==> src/rtl/sseg_scan_driver_if.sv <==
// Bus between the number-generation logic and the seven-segment scan driver.
//   load/data/err/dp_in/digit_en : value and masks, captured on the load strobe
//   sseg/dp/an                   : active-low pin drive towards the board
//   pending/frame_done           : buffer and frame status back to the producer
// master = producer of the value, slave = the scan driver.
interface sseg_scan_driver_if;
  logic        load;
  logic [15:0] data;
  logic        err;
  logic [3:0]  dp_in;
  logic [3:0]  digit_en;
  logic [6:0]  sseg;
  logic        dp;
  logic [3:0]  an;
  logic        pending;
  logic        frame_done;

  modport master (
    output load, data, err, dp_in, digit_en,
    input  sseg, dp, an, pending, frame_done
  );

  modport slave (
    input  load, data, err, dp_in, digit_en,
    output sseg, dp, an, pending, frame_done
  );
endinterface

==> src/rtl/sseg_scan_driver.sv <==
// Four-digit multiplexed seven-segment driver (BASYS-2).
// A loaded value sits in a pending buffer until the frame boundary, then moves
// to the active buffer that the scan reads, so a frame never mixes old and new
// digits. Each digit slot starts with BLANK_CYCLES of all-anodes-off.
//   clk1 : system clock, rising edge
//   rst  : asynchronous, active-high reset
//   disp : slave side of sseg_scan_driver_if (load/data/err/dp_in/digit_en in,
//          sseg/dp/an/pending/frame_done out; pin outputs active-low, registered)
module sseg_scan_driver #(
  parameter int unsigned REFRESH_BITS = 18,
  parameter int unsigned BLANK_CYCLES = 16
) (
  input logic               clk1,
  input logic               rst,
  sseg_scan_driver_if.slave disp
);
  localparam int unsigned     OFF_W     = REFRESH_BITS - 2;
  localparam logic [OFF_W-1:0] BLANK_OFF = OFF_W'(BLANK_CYCLES);

  localparam logic [6:0] GLYPH_E = 7'b0000110;
  localparam logic [6:0] GLYPH_R = 7'b0101111;

  logic [REFRESH_BITS-1:0] cnt_q, cnt_d;
  logic                    pending_q, pending_d;
  logic [15:0]             pdata_q, pdata_d, adata_q, adata_d;
  logic                    perr_q, perr_d, aerr_q, aerr_d;
  logic [3:0]              pdp_q, pdp_d, adp_q, adp_d;
  logic [3:0]              pen_q, pen_d, aen_q, aen_d;
  logic [6:0]              sseg_q, sseg_d;
  logic [3:0]              an_q, an_d;
  logic                    dp_q, dp_d;
  logic                    fdone_q, fdone_d;

  logic             boundary;
  logic [1:0]       sel;
  logic [OFF_W-1:0] off;
  logic [3:0]       nib;
  logic [6:0]       glyph;
  logic             digit_on;

  assign boundary = &cnt_q;
  assign sel      = cnt_q[REFRESH_BITS-1 -: 2];
  assign off      = cnt_q[OFF_W-1:0];
  assign nib      = adata_q[{sel, 2'b00} +: 4];

  function automatic logic [6:0] hex7(input logic [3:0] v);
    logic [6:0] s;
    case (v)
      4'h0: s = 7'b1000000;
      4'h1: s = 7'b1111001;
      4'h2: s = 7'b0100100;
      4'h3: s = 7'b0110000;
      4'h4: s = 7'b0011001;
      4'h5: s = 7'b0010010;
      4'h6: s = 7'b0000010;
      4'h7: s = 7'b1111000;
      4'h8: s = 7'b0000000;
      4'h9: s = 7'b0010000;
      4'hA: s = 7'b0001000;
      4'hB: s = 7'b0000011;
      4'hC: s = 7'b1000110;
      4'hD: s = 7'b0100001;
      4'hE: s = 7'b0000110;
      default: s = 7'b0001110;
    endcase
    return s;
  endfunction

  // Buffer management
  always_comb begin
    cnt_d     = cnt_q + 1'b1;
    fdone_d   = boundary;
    pending_d = pending_q;
    pdata_d   = pdata_q;
    perr_d    = perr_q;
    pdp_d     = pdp_q;
    pen_d     = pen_q;
    adata_d   = adata_q;
    aerr_d    = aerr_q;
    adp_d     = adp_q;
    aen_d     = aen_q;
    if (disp.load) begin
      if (boundary) begin
        // Load on the boundary bypasses the pending stage entirely.
        adata_d   = disp.data;
        aerr_d    = disp.err;
        adp_d     = disp.dp_in;
        aen_d     = disp.digit_en;
        pending_d = 1'b0;
      end else begin
        pdata_d   = disp.data;
        perr_d    = disp.err;
        pdp_d     = disp.dp_in;
        pen_d     = disp.digit_en;
        pending_d = 1'b1;
      end
    end else if (boundary && pending_q) begin
      adata_d   = pdata_q;
      aerr_d    = perr_q;
      adp_d     = pdp_q;
      aen_d     = pen_q;
      pending_d = 1'b0;
    end
  end

  // Pin drive for the current slot
  always_comb begin
    if (aerr_q) begin
      glyph    = (sel == 2'd0) ? GLYPH_R : GLYPH_E;
      digit_on = aen_q[sel] && !sel[1];
    end else begin
      glyph    = hex7(nib);
      digit_on = aen_q[sel];
    end
    an_d   = '1;
    sseg_d = '1;
    dp_d   = 1'b1;
    if (digit_on && (off >= BLANK_OFF)) begin
      an_d[sel] = 1'b0;
      sseg_d    = glyph;
      dp_d      = aerr_q | ~adp_q[sel];
    end
  end

  always_ff @(posedge clk1 or posedge rst) begin
    if (rst) begin
      cnt_q     <= '0;
      pending_q <= 1'b0;
      pdata_q   <= '0;
      perr_q    <= 1'b0;
      pdp_q     <= '0;
      pen_q     <= '0;
      adata_q   <= '0;
      aerr_q    <= 1'b0;
      adp_q     <= '0;
      aen_q     <= '0;
      sseg_q    <= '1;
      an_q      <= '1;
      dp_q      <= 1'b1;
      fdone_q   <= 1'b0;
    end else begin
      cnt_q     <= cnt_d;
      pending_q <= pending_d;
      pdata_q   <= pdata_d;
      perr_q    <= perr_d;
      pdp_q     <= pdp_d;
      pen_q     <= pen_d;
      adata_q   <= adata_d;
      aerr_q    <= aerr_d;
      adp_q     <= adp_d;
      aen_q     <= aen_d;
      sseg_q    <= sseg_d;
      an_q      <= an_d;
      dp_q      <= dp_d;
      fdone_q   <= fdone_d;
    end
  end

  assign disp.sseg       = sseg_q;
  assign disp.an         = an_q;
  assign disp.dp         = dp_q;
  assign disp.pending    = pending_q;
  assign disp.frame_done = fdone_q;
endmodule

==> src/flat_wrapper.sv <==
// flat-port wrapper written by rule: the top's interface ports become plain ports
module sseg_scan_driver_flat 
#(
  parameter int unsigned REFRESH_BITS = 18,
  parameter int unsigned BLANK_CYCLES = 16
)
  (clk1, rst, disp_load, disp_data, disp_err, disp_dp_in, disp_digit_en, disp_sseg, disp_dp, disp_an, disp_pending, disp_frame_done);
  sseg_scan_driver_if disp_i ();
  input logic clk1;
  input logic rst;
  input wire logic [$bits(disp_i.load)-1:0] disp_load;
  input wire logic [$bits(disp_i.data)-1:0] disp_data;
  input wire logic [$bits(disp_i.err)-1:0] disp_err;
  input wire logic [$bits(disp_i.dp_in)-1:0] disp_dp_in;
  input wire logic [$bits(disp_i.digit_en)-1:0] disp_digit_en;
  output wire logic [$bits(disp_i.sseg)-1:0] disp_sseg;
  output wire logic [$bits(disp_i.dp)-1:0] disp_dp;
  output wire logic [$bits(disp_i.an)-1:0] disp_an;
  output wire logic [$bits(disp_i.pending)-1:0] disp_pending;
  output wire logic [$bits(disp_i.frame_done)-1:0] disp_frame_done;
  assign disp_i.load = disp_load;
  assign disp_i.data = disp_data;
  assign disp_i.err = disp_err;
  assign disp_i.dp_in = disp_dp_in;
  assign disp_i.digit_en = disp_digit_en;
  assign disp_sseg = disp_i.sseg;
  assign disp_dp = disp_i.dp;
  assign disp_an = disp_i.an;
  assign disp_pending = disp_i.pending;
  assign disp_frame_done = disp_i.frame_done;
  sseg_scan_driver #(.REFRESH_BITS(REFRESH_BITS), .BLANK_CYCLES(BLANK_CYCLES)) u_core (.clk1(clk1), .rst(rst), .disp(disp_i));
endmodule
==> config.mk <==
export PLATFORM = sky130hd
export DESIGN_NAME = sseg_scan_driver_flat
export DESIGN_NICKNAME = d
export VERILOG_FILES = /design/src/rtl/sseg_scan_driver_if.sv /design/src/rtl/sseg_scan_driver.sv /design/src/flat_wrapper.sv
export SDC_FILE = /design/constraint.sdc
export NUM_CORES = 1
export LEC_CHECK = 0
export ABC_AREA = 0
export BUFFER_PORTS_ARGS = -buffer_cell sky130_fd_sc_hd__buf_2
export CAP_MARGIN = 5
export CORE_ASPECT_RATIO = 1.1
export CORE_MARGIN = 4
export CORE_UTILIZATION = 58
export CTS_CLUSTER_SIZE = 30
export DETAILED_ROUTE_END_ITERATION = 6
export GPL_TIMING_DRIVEN = 0
export MAX_ROUTING_LAYER = met4
export PLACE_DENSITY = 0.78
export RECOVER_POWER = 25
export SYNTH_ARGS = -nofsm -noshare
export SYNTH_HDL_FRONTEND = slang
export SYNTH_SLANG_ARGS = --single-unit
==> constraint.sdc <==
create_clock -name clk1 -period 2.5 [get_ports clk1]
set_input_delay 0.125 -clock clk1 [delete_from_list [all_inputs] [get_ports clk1]]
set_output_delay 0.125 -clock clk1 [all_outputs]
set_load 0.02 [all_outputs]
==> impl_results.md, run 1 <==
- Setup crit start kind: flip-flop
- TritonCTS buffer count: 9
- Period minus WS final: 2330 ps
- TritonRoute pass-1 iters: 4
- CP max FO: 10
- WHS: 14.89 ps
- Slew Limit Fails: 40
- Worst hold path class: primary input to flip-flop
- Crit-path cells: buf_4 > mux4_2 > ha_1 > or4b_2 > o311ai_0
- Root buf cell: clkbuf_8
- Mean Syn Cell Area: roughly 13 sq um
- Post-Syn Instances: about 300
- Main synth FF type: dfrtp_1
- RSZ-0062 raised after global routing: false
- Clock Latency Late Sink: around 350 ps
- Yosys cell types: 50
- Nets@finish: 390
- Clock transition at the registers of the reported paths: ~80 ps
- Share of cells above drive strength 1: 33.33%
- Detailed placement HPWL: 5.392 mm
- Post-synth EDFFs: 0
- CP endpoint kind: flip-flop
- DRC errors left: 0
- Synthesized Nets: roughly 340
- Clk_skew: 9.509 ps
- Worst rel slew slack: -12.01%
- Outcome: finished, violations left
- Sequential cell area fraction in the yosys report: 53.62%
- Grt ovf: 0
- Antenna diodes: 0
- Clock Tree Buf Depth: 2
- Worst path slowest cell: or4b_2
- CORE AREA: roughly 6300 sq um
- Setup TNS: 0 ps
- # clock sinks: 82
- Worst VDD drop: 0.0004440 V
- GRT Total Usage: 21.48%
- Max Clock Freq: roughly 0.43 GHz
- Static Leakage: 1.916 nW
- Pin count of the biggest net entering global routing: 45
- Power Density: 594.2 nW/um^2
- Finish-stage setup viols: 0
- Initial drt markers: 154
- Depth of the CTS H-tree: 3
- CP required: roughly 2700 ps
- RePlAce Congestion: 0.8740
- Post-CTS setup buffer count: 0
- Core Rows: 30
- Initial antenna violation count: 0
- Via count: 2545
- WS Path Type: flip-flop to flip-flop
- Max Cap Viol: 1
- Core Util, Final: between 60 and 70%
- Area grow syn2layout: 13.34%
- Routed WL: approximately 7.6 mm
- Crit path arrival time: 2560 ps
- Non-Filler Instances: 440
- TritonCTS clock tree: done
- Post-route ant nets: 0
- Syn Std Cell Area: 3855 sq um
- Global-route wire length before repair: 13.01 mm
- Yosys warns: 0
- # port buffers: 41
- Ports: 42
- Routed vias/inst: 5.784
- Count of final hold-check violations: 0
- Setup slack after layout: 170.1 ps
- Post-synth ARST share: 100.0%
- Fin crit share: 93.20%
- CP max stage delay: 620 ps
- Placed cells: roughly 420
- Die Height: 93.51 microns
- #FFs+latches synth: between 80 and 90
- Die width: 85.73 microns
- Vias in the first global route: 2679
- Worst-Margin Slew: 1671 ps
- Initial Util: between 60 and 70%
- Violated checks: max-capacitance violations, max-slew violations
- Die area: 8016 sq um
- Routed len/inst: roughly 17 microns
- Pre-CTS WS: 45.62 ps
## stage by stage
stage | cell area, sq um | power (W)
2_1_floorplan | 3855 | 0.001638
3_3_place_gp | 4160 | 0.001714
3_5_place_dp | 4183 | 0.001729
4_1_cts | 4383 | 0.002627
5_1_grt | 4369 | 0.002712
6_report | 4369 | 0.002596
## cell type report
class / count / area [sq um]
plain buffers: 20 / 118.9
clock buffers: 12 / 165.2
clock inverters: 4 / 25.02
fillers: 485 / 1937
inverters: 9 / 35.03
multi-input cells: 190 / 1637
flip-flops and latches: 82 / 2067
well taps: 80 / 100.1
repair buffers: 43 / 221.5
## worst paths after layout
kind	start	endpoint	slack, ps	cells past startpoint
max	u_core.cnt_q[16]	u_core.disp.sseg[4]	170	5
min	disp_data[7]	u_core.pdata_q[7]	10	2
max reg2reg	u_core.cnt_q[16]	u_core.disp.sseg[4]	170	5
min reg2reg	u_core.adp_q[2]	u_core.adp_q[2]	490	1
max in group asynchronous	rst	u_core.pdata_q[6]	450	4
min in group asynchronous	rst	u_core.pen_q[1]	720	3
## flip-flops by register name, summed over array words and instances (netlist names), 4 cells and up
| name | flops |
|---|---|
| u_core.pen_q | 4 |
| u_core.adata_q | 16 |
| u_core.pdp_q | 4 |
| u_core.adp_q | 4 |
| u_core.disp.an | 4 |
| u_core.cnt_q | 18 |
| u_core.aen_q | 4 |
| u_core.disp.sseg | 7 |
| u_core.pdata_q | 16 |
## layout by cell type, fill, tap and decap left out, types with 4 or more instances in the layout
cell type and count:
o2bb2ai_1 23, ha_1 7, clkbuf_1 9, mux4_2 5, dfrtp_1 70, mux2i_1 7, a21oi_1 17, dfstp_2 12
and3b_1 15, clkbuf_8 12, nand3_1 8, nor2_1 7, buf_2 44, mux2_2 26, inv_1 8, nand4_1 4
xor2_1 6, a22oi_1 10, nand2_1 8, xnor2_1 10
## synthesized netlist by cell type, types with 2 or more instances
cell type,n,area share [%]
buf_2,4,0.52
clkbuf_1,8,0.78
ha_1,7,2.3
xor2_1,6,1.4
buf_6,2,0.58
nand2_1,8,0.78
inv_1,9,0.88
a21oi_1,17,2.2
o2bb2ai_1,23,5.2
mux4_2,5,2.9
nand2b_1,2,0.32
nand3_1,8,1.0
xnor2_1,10,2.3
and4_4,2,0.58
nor4_1,3,0.49
and3_1,3,0.49
buf_1,2,0.19
nand4_1,4,0.65
nor3_1,2,0.26
nor2_1,7,0.68
dfrtp_1,70,45
and2_1,2,0.32
buf_4,3,0.58
mux2_2,26,7.6
o2bb2ai_2,2,0.78
mux2i_1,7,1.8
o21ai_0,2,0.26
a22oi_1,10,1.9
and3b_1,15,3.4
dfstp_2,12,8.2
## metal layers
metal	wire length, microns	track usage (%)
met5	0	-
met4	119	8.443
met3	241	3.260
met2	3906	35.56
met1	3304	26.65
## report_power, final
part	switching [W]	internal, W
Clock	0.000459	0.000439
Sequential	0.0000321	0.00140
Combinational	0.000138	0.000129
Total	0.000629	0.00197
## timing repair
item | in CTS | in global routing
resized for setup | 0 | 1
hold buffers | 1 | 0
setup endpoints to repair | 0 | 3
endpoints found under the hold margin | 38 | 0
## worst max-delay path, delay by kind of cell, from the launching register on
family | cells | cell delay (ps)
buf+inv | 1 | 230
simple gates | 1 | 620
mux | 1 | 590
fa+ha+maj | 1 | 240
compound gates | 1 | 120
flops | 1 | 410
## cell families (layout without fill, tap and decap cells)
group,count (synthesis),after routing,synth area share [%]
muxes,39,39,12.63
xor gates and xnor gates,16,16,3.635
adders and majority gates,7,7,2.272
DFF,82,82,53.62
and+or+nand+nor,64,64,11.10
buffers and inverters,29,88,3.927
AOI/OAI and AO/OA,64,64,12.82
(Power assumes the default switching activity.)
==> run 2, diff against run 1 <==
Settings changed: CORE_UTILIZATION 58 to 57, PLACE_DENSITY 0.78 to 0.77.
==> impl_results.md, run 2 (synthesized netlist as in run 1, its figures left out) <==
- Reg with most FFs: u_core.cnt_q
- Nets@finish: 390 (unchanged)
- Worst hold path class: primary input to flip-flop
- TritonCTS clock tree: done
- Max Clock Freq: 0.4197 GHz (-2.2%)
- Max reg flops: 18 (unchanged)
- R2R Setup Slk: 120 ps (-50 ps)
- Post-CTS setup buffer count: 0 (unchanged)
- Count of final hold-check violations: 0 (unchanged)
- Overall power: 0.002515 W (-3.1%)
- WS Path Type: flip-flop to flip-flop
- Worst rel slew slack: -6.492% (+5.5 points)
- Routed WL: 7.525 mm (-0.62%)
- Fin crit share: 95.30% (+2.1 points)
- CORE AREA: 6594 sq um (+4.6%)
- Initial drt markers: 140 (-9.1%)
- Initial Util: 58.46% (-2.7 points)
- Period minus WS final: 2382 ps (+52.58 ps)
- Routed len/inst: 17.10 microns (-0.62%)
- Pin count of the biggest net entering global routing: 46 (+2.2%)
- Root buf cell: clkbuf_8
- Violated checks: max-capacitance violations, max-slew violations
- Setup slack after layout: 117.5 ps (-52.58 ps)
- Pre-CTS WS: 53.83 ps (+8.205 ps)
- RSZ-0062 raised after global routing: false
- Core Util, Final: 65.83% (-3.5 points)
- Max Cap Viol: 1 (unchanged)
- Clk_skew: 8.105 ps (-1.405 ps)
- CP endpoint kind: flip-flop
- Die width: 86.41 microns (+0.79%)
- CP max FO: 10 (unchanged)
- Ports: 42 (unchanged)
- Crit-path cells: buf_4 > mux4_2 > ha_1 > or4b_2 > o311ai_0
- CP bufs+invs: 1 (unchanged)
- Die Height: 94.25 microns (+0.80%)
- Worst path slowest cell: or4b_2
- Crit path arrival time: 2600 ps (+40 ps)
- TritonCTS buffer count: 9 (unchanged)
- Depth of the CTS H-tree: 3 (unchanged)
- Clock Tree Buf Depth: 2 (unchanged)
- Power Density: 579.4 nW/um^2 (-2.5%)
- Initial antenna violation count: 0 (unchanged)
- Placed cells: 425 (+0.47%)
- Clock transition at the registers of the reported paths: 80 ps (about the same)
- Slew Limit Fails: 39 (-2.5%)
- Non-Filler Instances: 440 (unchanged)
- Post-route ant nets: 0 (unchanged)
- Biggest regs: u_core.cnt_q: 18 flops, u_core.adata_q: 16 flops, u_core.pdata_q: 16 flops
- Finish-stage setup viols: 0 (unchanged)
- Routed vias/inst: 5.816 (+0.55%)
- Die area: 8144 sq um (+1.6%)
- Antenna diodes: 0 (unchanged)
- Outcome: finished, violations left
- GRT Total Usage: 20.78% (-0.70 points)
- # clock sinks: 82 (unchanged)
- Worst-Margin Slew: 1589 ps (-82.28 ps)
- # port buffers: 41 (unchanged)
- Core Rows: 31 (+3.3%)
- Most common cell after layout, fill and taps aside: dfrtp_1
- Area grow syn2layout: 12.59%
- Most frequent cells in the layout: 70 x dfrtp_1, 45 x buf_2, 26 x mux2_2
- CP required: 2720 ps (about the same)
- Static Leakage: 1.903 nW (-0.68%)
- Vias in the first global route: 2565 (-4.3%)
- RePlAce Congestion: 0.8117 (-7.1%)
- Clock Latency Late Sink: 350 ps (about the same)
- CP max stage delay: 630 ps (about the same)
- Worst VDD drop: 0.0002953 V (-33%)
- Setup crit start kind: flip-flop
- WHS: 14.20 ps (-0.6937 ps)
- Share of cells above drive strength 1: 33.24% (-0.093 points)
- Global-route wire length before repair: 12.65 mm (-2.8%)
- Via count: 2559 (+0.55%)
- DRC errors left: 0 (unchanged)
- Detailed placement HPWL: 5.298 mm (-1.7%)
- CP delay by family, top: simple AND/OR/NAND/NOR gates
- TritonRoute pass-1 iters: 4 (unchanged)
- Grt ovf: 0 (unchanged)
==> run 2: changes by cell type in the layout (fill, tap and decap cells not counted) <==
| cell | change |
|---|---|
| clkbuf_1 | -1 |
| clkinv_4 | +1 |
| buf_2 | +1 |
| clkbuf_8 | -3 |
==> run 2: routing by layer <==
layer / track usage (%) / up-vias / wire length (microns)
li1: - / 1216 / -
met1: 27.36 / 1286 / 3391
met2: 32.65 / 45 / 3740
met3: 2.982 / 12 / 250
met4: 8.182 / 0 / 142
met5: - / - / 0
==> run 2: worst register-to-register path, delay by kind of cell (launching register included) <==
kind / cells / cell delay (ps)
compound gates: 1 / 150
mux: 1 / 600
fa+ha+maj: 1 / 240
buf+inv: 1 / 230
simple gates: 1 / 630
flops: 1 / 410
==> run 2: final cells by class <==
type / instances / area, sq um
plain buffers: 20 / 118.9
clock buffers: 9 / 123.9
clock inverters: 5 / 33.78
fillers: 530 / 2253
inverters: 9 / 35.03
multi-input cells: 190 / 1637
flip-flops and latches: 82 / 2067
well taps: 82 / 102.6
repair buffers: 43 / 222.7
==> run 2: per-stage QoR <==
step / TNS [ps] / cell area, sq um
final: 0 / 4340
after CTS: 0 / 4353
after global placement: -40270 / 4163
after detailed placement: 0 / 4185
after floorplan: 0 / 3855
after global routing: 0 / 4340
==> run 2: worst paths after layout <==
kind / from / endpoint / cells after the start
max: u_core.cnt_q[16] / u_core.disp.sseg[4] / 5
min: disp_data[2] / u_core.pdata_q[2] / 2
max reg2reg: u_core.cnt_q[16] / u_core.disp.sseg[4] / 5
min reg2reg: u_core.cnt_q[3] / u_core.cnt_q[3] / 1
max in group asynchronous: rst / u_core.adata_q[3] / 4
min in group asynchronous: rst / u_core.disp.frame_done / 3
==> run 2: what timing repair did <==
item / 4_1_cts / 5_1_grt
hold endpoints to repair: 34 / 0
hold buffers: 1 / 0
gates resized for setup: 0 / 1
endpoints found under the setup margin: 0 / 2
==> run 2: where the power goes <==
part / switching (W) / internal (W) / total (W)
sequential: 0.0000324 / 0.00140 / 0.00143
combinational: 0.000138 / 0.000129 / 0.000267
clock: 0.000468 / 0.000347 / 0.000816
total: 0.000639 / 0.00188 / 0.00251
